[config.mk]
export PLATFORM = sky130hd
export DESIGN_NAME = fetch_unit
export DESIGN_NICKNAME = d
export VERILOG_FILES = /design/src/rtl/asip_pkg.sv /design/src/rtl/fetch_unit_fifo.sv /design/src/rtl/fetch_unit.sv
export SDC_FILE = /design/constraint.sdc
export NUM_CORES = 1
export LEC_CHECK = 0
export CORE_UTILIZATION = 54
export CTS_BUF_LIST = sky130_fd_sc_hd__clkbuf_8
export CTS_CLUSTER_SIZE = 25
export DETAILED_ROUTE_END_ITERATION = 8
export GPL_TIMING_DRIVEN = 0
export MAX_ROUTING_LAYER = met4
export PLACE_DENSITY = 0.88
export SLEW_MARGIN = 20
export SYNTH_ARGS = -nofsm -noshare
export SYNTH_HDL_FRONTEND = slang
export SYNTH_SLANG_ARGS = --single-unit
[constraint.sdc]
create_clock -name clk -period 5 [get_ports clk]
set_clock_uncertainty 0.15 [all_clocks]
set_input_delay 1 -clock clk [delete_from_list [all_inputs] [get_ports clk]]
set_output_delay 1 -clock clk [all_outputs]
set_load 0.01 [all_outputs]
[src/rtl/asip_pkg.sv]
// Shared fetch-path types: address/instruction widths and the FIFO entry layout.
package asip_pkg;
    localparam int ADDR_W = 16;
    localparam int INST_W = 24;
    localparam logic [ADDR_W-1:0] RESET_PC = 16'h0000;

    typedef logic [ADDR_W-1:0] addr_t;
    typedef logic [INST_W-1:0] inst_t;

    typedef struct packed {
        inst_t inst;
        addr_t pc;
    } fetch_entry_t;
endpackage

[src/rtl/fetch_unit_fifo.sv]
// DEPTH-entry fetch buffer of {inst, pc}; flush empties it in one cycle.
module fetch_fifo
    import asip_pkg::*;
#(
    parameter int DEPTH = 2,
    localparam int PTR_W = $clog2(DEPTH)
) (
    input  logic               clk,
    input  logic               rst,
    input  logic               push_i,
    input  logic               pop_i,
    input  logic               flush_i,
    input  fetch_entry_t       din_i,
    output fetch_entry_t       head_o,
    output logic [PTR_W:0]     count_o,
    output logic               empty_o
);
    fetch_entry_t     mem_q [DEPTH];
    logic [PTR_W-1:0] rd_q, rd_d, wr_q, wr_d;
    logic [PTR_W:0]   cnt_q, cnt_d;

    always_comb begin
        rd_d  = rd_q;
        wr_d  = wr_q;
        cnt_d = cnt_q;
        if (flush_i) begin
            rd_d  = '0;
            wr_d  = '0;
            cnt_d = '0;
        end else begin
            if (push_i) wr_d = wr_q + PTR_W'(1);
            if (pop_i)  rd_d = rd_q + PTR_W'(1);
            case ({push_i, pop_i})
                2'b10:   cnt_d = cnt_q + (PTR_W+1)'(1);
                2'b01:   cnt_d = cnt_q - (PTR_W+1)'(1);
                default: cnt_d = cnt_q;
            endcase
        end
    end

    always_ff @(posedge clk or posedge rst) begin
        if (rst) begin
            rd_q  <= '0;
            wr_q  <= '0;
            cnt_q <= '0;
            for (int i = 0; i < DEPTH; i++) mem_q[i] <= '0;
        end else begin
            rd_q  <= rd_d;
            wr_q  <= wr_d;
            cnt_q <= cnt_d;
            if (push_i && !flush_i) mem_q[wr_q] <= din_i;
        end
    end

    assign head_o  = mem_q[rd_q];
    assign count_o = cnt_q;
    assign empty_o = (cnt_q == '0);
endmodule

[src/rtl/fetch_unit.sv]
// Instruction fetch stage: PC, 1-cycle ROM interface, fetch FIFO, redirect flush.
// Optional FETCH_PERF_EN adds saturating stall/redirect performance counters.
module fetch_unit #(
    parameter int                     ADDR_W   = asip_pkg::ADDR_W,
    parameter int                     INST_W   = asip_pkg::INST_W,
    parameter logic [ADDR_W-1:0]      RESET_PC = asip_pkg::RESET_PC,
    parameter int                     DEPTH    = 2
) (
    input  logic              clk,
    input  logic              reset,
    output logic [ADDR_W-1:0] rom_addr,
    output logic              rom_req,
    input  logic [INST_W-1:0] rom_data,
    output logic              inst_valid,
    input  logic              inst_ready,
    output logic [INST_W-1:0] inst,
    output logic [ADDR_W-1:0] inst_pc,
    input  logic              redirect_valid,
    input  logic [ADDR_W-1:0] redirect_pc
`ifdef FETCH_PERF_EN
    ,
    output logic [31:0]       perf_stall_cnt,
    output logic [31:0]       perf_redirect_cnt
`endif
);
    import asip_pkg::*;

    localparam int PTR_W = $clog2(DEPTH);
    localparam int OCC_W = PTR_W + 2;

    logic [ADDR_W-1:0] pc_q, pc_d, ipc_q, ipc_d;
    logic              inflight_q, inflight_d, kill_q, kill_d;
    logic              pop, push, issue;
    logic [PTR_W:0]    count;
    logic [OCC_W-1:0]  occ;
    logic              empty;
    fetch_entry_t      push_entry, head;

    assign pop  = inst_valid && inst_ready;
    assign push = inflight_q && !kill_q && !redirect_valid;

    // Credits: buffered words plus the one still in the ROM, minus this cycle's pop.
    assign occ   = OCC_W'(count) + OCC_W'(inflight_q) - OCC_W'(pop);
    assign issue = !reset && !redirect_valid && (occ < OCC_W'(DEPTH));

    always_comb begin
        pc_d       = pc_q;
        ipc_d      = ipc_q;
        inflight_d = issue;
        kill_d     = redirect_valid && inflight_q;
        if (redirect_valid) begin
            pc_d = redirect_pc;
        end else if (issue) begin
            pc_d  = pc_q + ADDR_W'(1);
            ipc_d = pc_q;
        end
    end

    always_ff @(posedge clk or posedge reset) begin
        if (reset) begin
            pc_q       <= RESET_PC;
            ipc_q      <= '0;
            inflight_q <= 1'b0;
            kill_q     <= 1'b0;
        end else begin
            pc_q       <= pc_d;
            ipc_q      <= ipc_d;
            inflight_q <= inflight_d;
            kill_q     <= kill_d;
        end
    end

    assign push_entry.inst = rom_data;
    assign push_entry.pc   = ipc_q;

    fetch_fifo #(.DEPTH(DEPTH)) u_fifo (
        .clk     (clk),
        .rst     (reset),
        .push_i  (push),
        .pop_i   (pop && !redirect_valid),
        .flush_i (redirect_valid),
        .din_i   (push_entry),
        .head_o  (head),
        .count_o (count),
        .empty_o (empty)
    );

    assign rom_addr   = pc_q;
    assign rom_req    = issue;
    assign inst_valid = !empty;
    assign inst       = head.inst;
    assign inst_pc    = head.pc;

`ifdef FETCH_PERF_EN
    logic [31:0] stall_q, stall_d, redir_q, redir_d;

    always_comb begin
        stall_d = stall_q;
        redir_d = redir_q;
        if (inst_valid && !inst_ready && stall_q != 32'hFFFF_FFFF) stall_d = stall_q + 32'd1;
        if (redirect_valid && redir_q != 32'hFFFF_FFFF)            redir_d = redir_q + 32'd1;
    end

    always_ff @(posedge clk or posedge reset) begin
        if (reset) begin
            stall_q <= '0;
            redir_q <= '0;
        end else begin
            stall_q <= stall_d;
            redir_q <= redir_d;
        end
    end

    assign perf_stall_cnt    = stall_q;
    assign perf_redirect_cnt = redir_q;
`endif
endmodule

Word level (Yosys, flattened, before mapping)
Cells that the tools add are included.
{"block": "op_classes", "n_lt_le_gt_ge": 4, "eq_ne": 2, "n_reduce_logical": 19, "n_bitwise": 3, "add_sub_neg": 7, "mux": 14}
{"op": "40-bit two-way mux", "n": 4}
{"op": "80-bit bitwise mux", "n": 1}
{"op": "40-bit demux with 1-bit select", "n": 1}
{"op": "16-bit two-way mux", "n": 2}
{"op": "16-bit by 1-bit adder with 16-bit output, second input constant", "n": 1}
{"op": "1-bit logical AND", "n": 9}
{"op": "2-bit nonzero test", "n": 3}
{"op": "2-bit greater-or-equal comparator, second input constant", "n": 2}
{"op": "1-bit zero test", "n": 4}
{"op": "1-bit two-way mux", "n": 4}
{"op": "1-bit NOT with 2-bit output", "n": 2}
{"op": "2-bit case mux with 2 select lines", "n": 1}
{"op": "2-bit by 1-bit adder with 3-bit output", "n": 1}
{"op": "3-bit by 2-bit < comparator with 1-bit output, second input constant", "n": 1}
{"op": "3-bit nonzero test", "n": 1}
{"op": "3-bit by 1-bit subtractor with 3-bit output", "n": 1}
{"op": "1-bit adder, second input constant", "n": 2}
{"op": "2-bit by 1-bit adder with 2-bit output, second input constant", "n": 1}
{"op": "2-bit by 1-bit == test with 1-bit output, second input constant", "n": 1}
{"op": "2-bit == test, second input constant", "n": 1}
{"op": "2-bit zero test", "n": 1}
{"op": "2-bit by 1-bit < comparator with 1-bit output, second input constant", "n": 1}
{"op": "2-bit two-way mux", "n": 1}
{"op": "2-bit AND reduction", "n": 1}
{"op": "2 further kinds", "n": 2}
{"block": "totals", "output_inout_bits": 58, "register_bits": 118}

Logic depth before layout (Yosys ltp)
Gate-level depths: netlist of the first run.
{"block": "depth", "ltp_word": 8, "ltp_mapped": 9, "ltp_nobuf": 8}

Cells and area by module
From an unflattened synthesis of the first run, not the netlist that was laid out.
{"block": "unflattened", "hier_cells": 424, "hier_area_um2": 5320.1}
{"mod": "fetch_fifo", "area_per_inst_um2": 3668.5, "cells_per_inst": 234, "seq_area_each_um2": 2102.0, "instances": 1}
{"mod": "fetch_unit", "area_per_inst_um2": 1651.6, "cells_per_inst": 190, "seq_area_each_um2": 850.8, "instances": 1}

Worst setup path after synthesis of the first run
No wires, ideal clock.
{"block": "synth_path", "kind": "input-to-output", "startpoint": "input port inst_ready", "endpoint": "output port rom_req", "path_slack_ns": 1.249, "path_buffers": 2, "path_stages": 8, "arrival_ns": 2.601, "path_cell_list": "nand2_1 -> mux2i_1 -> nand2_1 -> fa_1 -> nand2b_1 -> buf_2 -> nor3_4 -> buf_12"}
{"block": "synth_between", "elab_chain_len": 4}
{"item": "from (decl)", "line_no": "fetch_unit.sv:15", "text": "input logic inst_ready,"}
{"item": "1-bit logical AND", "line_no": "fetch_unit.sv:39", "text": "assign pop = inst_valid && inst_ready;"}
{"item": "3-bit by 1-bit subtractor with 3-bit output", "line_no": "fetch_unit.sv:43", "text": "assign occ = OCC_W'(count) + OCC_W'(inflight_q) - OCC_W'(pop);"}
{"item": "3-bit by 2-bit < comparator with 1-bit output", "line_no": "fetch_unit.sv:44", "text": "assign issue = !reset && !redirect_valid && (occ < OCC_W'(DEPTH));"}
{"item": "1-bit logical AND", "line_no": "fetch_unit.sv:44"}
{"item": "to (decl)", "line_no": "fetch_unit.sv:12", "text": "output logic rom_req,"}
Every way passes these cells.

Final worst setup path of the first run
Same ends and word-level chain as after synthesis.

==> impl_metrics.env, run 1 <==
export IMPL_status="finished, final reports clean"
export IMPL_final_area_um2=7110
export IMPL_finalPower_uw=3230
export IMPL_holdWs_ns=0.354
export IMPL_pwr_share_clk_pct=30.2
export IMPL_wl_per_cell_um=17.5
export IMPL_drv_slew=0
export IMPL_syn_inst=391
export IMPL_dr_max_layer_used="met4"
export IMPL_fin_ws_ns=0.382
export IMPL_synth_distinct_cells=41
export IMPL_die_h_um=102
export IMPL_hpwl_um=7750
export IMPL_worstPathMaxFanout=11
export IMPL_cts_sinks=118
export IMPL_finalHoldViolCount=0
export IMPL_fmax_ghz=0.217
export IMPL_antenna_cells=0
export IMPL_cts_root_buf="clkbuf_8"
export IMPL_post_route_period_util_pct=92.4
export IMPL_rsz0062_at_grt="no"
export IMPL_synth_area_um2=5440
export IMPL_grt_pass1_wl_um=18300
export IMPL_hold_path_end="u_fifo.mem_q[50]"
export IMPL_instances_no_fill=659
export IMPL_syn_avg_cell_area_um2=13.9
export IMPL_setup_viol=0
export IMPL_regToRegEndpoint="ipc_q[1]"
export IMPL_hold_depth=1
export IMPL_ys_ff_latch=118
export IMPL_rrSetupSlack_ns=2.00
export IMPL_async_flop_share_pct=100
export IMPL_wl_um=11600
export IMPL_clk_latency_ns=0.42
export IMPL_antenna_found_initial=0
export IMPL_met2RoutedLength_um=5840
export IMPL_p_int_uw=2400
export IMPL_syn2layout_area_growth_pct=30.7
export IMPL_ant_nets=0
export IMPL_grt_max_degree=64
export IMPL_firstDrtPassIters=4
export IMPL_grt_pass1_vias=3618
export IMPL_cts_htree_levels=4
export IMPL_die_area_um2=10500
export IMPL_cp_common_cell="nand2_1"
export IMPL_fp_dieW_um=102
export IMPL_power_frac_seq_pct=42.8
export IMPL_synth_edf_count=0
export IMPL_route_detailed_drc=0
export IMPL_switching_share_pct=25.8
export IMPL_synth_fp_nets=437
export IMPL_fin_nets=559
export IMPL_path_class="primary input to primary output"
export IMPL_slew_headroom_pct=58.2
export IMPL_min_path_type="flop to flop"
export IMPL_synth_main_ff_cell="dfrtp_1"
export IMPL_ir_drop_v=0.000204
export IMPL_p_leak_uw=0.00299
export IMPL_drv_cap=0
export IMPL_coreArea_um2=9770
export IMPL_wl_met1_um=5050
export IMPL_gr_total_overflow=0
export IMPL_crit_path_max_incr_delay_ns=0.56
export IMPL_cts_hold_fix_buffers=0
export IMPL_dp_cells=625
export IMPL_reg2regPathDepth=10
export IMPL_path_cells="dlymetal6s2s_1, nand2_1, mux2i_2, nand2_1, fa_1, nand2b_1, buf_2, nor3_4, buf_12, clkdlybuf4s50_1"
export IMPL_placed_cell_area_um2=6640
export IMPL_power_switching_uw=833
export IMPL_slowest_stage="clkdlybuf4s50_1"
export IMPL_drive_gt1_share_pct=36.9
export IMPL_end_kind="primary output"
export IMPL_cts_tree="yes"
export IMPL_power_density_nw_per_um2=454
export IMPL_viasPerCell=5.36
export IMPL_r2r_start="u_fifo.count_o[1]"
export IMPL_clkTransAtPathRegs_ns=0.06
export IMPL_num_rows=36
export IMPL_share_comb_of_total_power_pct=27.0
export IMPL_start_util_pct=55.7
export IMPL_drt_iter0_drc=107
export IMPL_start_kind="primary input"
export IMPL_yosysSeqAreaShare_pct=54.3
export IMPL_yosysWarnings=0
export IMPL_pin_count=102
export IMPL_worstPathArrival_ns=3.47
export IMPL_dp_slack_ns=-0.135
export IMPL_vias=3534
export IMPL_final_common_cell="mux2_2"
export IMPL_grt_usage_pct=24.2
export IMPL_wl_met3_um=525
export IMPL_worstMarginPinSlew_ns=0.627
export IMPL_place_gp_congestion=0.811
export IMPL_required_ns=3.85
export IMPL_period_minus_slack_ns=4.62
export IMPL_clock_path_buffers=2
export IMPL_cts_made_buffers=17
export IMPL_min_from="u_fifo.mem_q[50]"
export IMPL_portBuffers=100
export IMPL_layout_common_cells="125 x mux2_2, 118 x dfrtp_1, 99 x clkdlybuf4s50_1"
how the worst max path moves through the flow:
| stage | startpoint | endpoint | cells after the start |
|---|---|---|---|
| final | inst_ready | rom_req | 10 |
| after floorplan | reset | inflight_q | 1 |
| after global placement | reset | u_fifo.mem_q[23] | 2 |
| after CTS | inst_ready | rom_req | 10 |
| after global routing | inst_ready | rom_req | 10 |
| after detailed placement | inst_ready | rom_req | 10 |
flip-flops by register name, summed over array words and instances, names as in the netlist:
signal and cells:
kill_q 1, inflight_q 1, u_fifo.count_o 2, rom_addr 16, u_fifo.rd_q 1, u_fifo.mem_q 80
u_fifo.wr_q 1, ipc_q 16
power groups by stage:
| stage | registers [µW] | clock network, µW | logic, µW |
|---|---|---|---|
| 6_report | 1380 | 975 | 874 |
| 5_1_grt | 1410 | 1030 | 941 |
| 3_3_place_gp | 1360 | 0 | 846 |
| 4_1_cts | 1380 | 989 | 885 |
| 2_1_floorplan | 1340 | 0 | 507 |
| 3_5_place_dp | 1390 | 0 | 876 |
per-layer routing:
layer  global-route usage, %  vias to the layer above
li1                        -                     1634
met3                    5.40                       13
met5                       -                        -
met2                    38.7                      100
met4                    9.12                        0
met1                    30.2                     1787
worst max-delay path, delay by kind of cell:
kind | cells | cell delay [ns]
buffers and inverters | 4 | 1.12
adder cells (fa/ha/maj) | 1 | 0.53
AND/OR/NAND/NOR | 4 | 0.58
multiplexers | 1 | 0.23
synth_stat cells (2+ instances only):
master / count / area, µm²
nand2b_1: 2 / 12.5
buf_1: 4 / 15.0
a22oi_1: 3 / 22.5
buf_2: 6 / 30.0
nor4b_2: 2 / 30.0
nor3_2: 3 / 30.0
nand3_1: 7 / 35.0
buf_4: 4 / 30.0
mux2_4: 9 / 135
o21ai_0: 5 / 25.0
nor4_2: 3 / 37.5
mux2_1: 2 / 22.5
or2_2: 2 / 12.5
inv_1: 2 / 7.51
xor2_1: 3 / 26.3
nor2_1: 8 / 30.0
nor2b_1: 5 / 31.3
nor3_1: 2 / 10.0
o21ai_1: 8 / 40.0
nor3b_1: 2 / 15.0
nand2_1: 24 / 90.1
nor4_1: 4 / 25.0
mux2_2: 125 / 1410
mux2i_1: 9 / 90.1
clkbuf_1: 6 / 22.5
xnor2_1: 9 / 78.8
dfrtp_1: 118 / 2950
final cells by class:
class,count,area [µm²]
fillers,657,2660
plain buffers,22,129
inverters,2,12.5
clock buffers,19,262
multi-input cells,249,2360
repair buffers,103,1050
well taps,133,166
flip-flops and latches,118,2950
clock inverters,13,188
repair_timing:
| item | 4_1_cts | 5_1_grt |
|---|---|---|
| setup endpoints to repair | 1 | 1 |
| setup buffers | 1 | 1 |
| gates resized for setup | 0 | 2 |
| pin swaps | 1 | 1 |
per-stage QoR:
step / util (%) / setup TNS, ns
after floorplan: - / 0
after global placement: 67.6 / -90.67
after detailed placement: 68.0 / -0.135
after CTS: 72.6 / 0
after global routing: 72.8 / 0
final: 72.8 / 0
kinds of logic after synthesis:
family | share of synthesized area, %
multiplexers | 30.4
adder cells (fa/ha/maj) | 0.598
flip-flops | 54.3
buffers and inverters | 2.51
AO/OA/AOI/OAI | 1.70
AND/OR/NAND/NOR | 8.30
XOR/XNOR | 2.23
Power figures use the tool's default switching activity.
==> inputs of run 2 (changes only) <==
--- a/config.mk
+++ b/config.mk
@@ -5,6 +5,7 @@
 export SDC_FILE = /design/constraint.sdc
 export NUM_CORES = 1
 export LEC_CHECK = 0
+export CAP_MARGIN = 10
 export CORE_UTILIZATION = 54
 export CTS_BUF_LIST = sky130_fd_sc_hd__clkbuf_8
 export CTS_CLUSTER_SIZE = 25
==> results of run 2 <==
Final layout, timing and power as in run 1 (identical DEF).
==> inputs of run 3 (changes only) <==
--- a/config.mk
+++ b/config.mk
@@ -13,6 +13,7 @@
 export GPL_TIMING_DRIVEN = 0
 export MAX_ROUTING_LAYER = met4
 export PLACE_DENSITY = 0.88
+export SETUP_SLACK_MARGIN = 0.05
 export SLEW_MARGIN = 20
 export SYNTH_ARGS = -nofsm -noshare
 export SYNTH_HDL_FRONTEND = slang
==> results of run 3 <==
Final layout, timing and power as in run 1 (identical DEF).
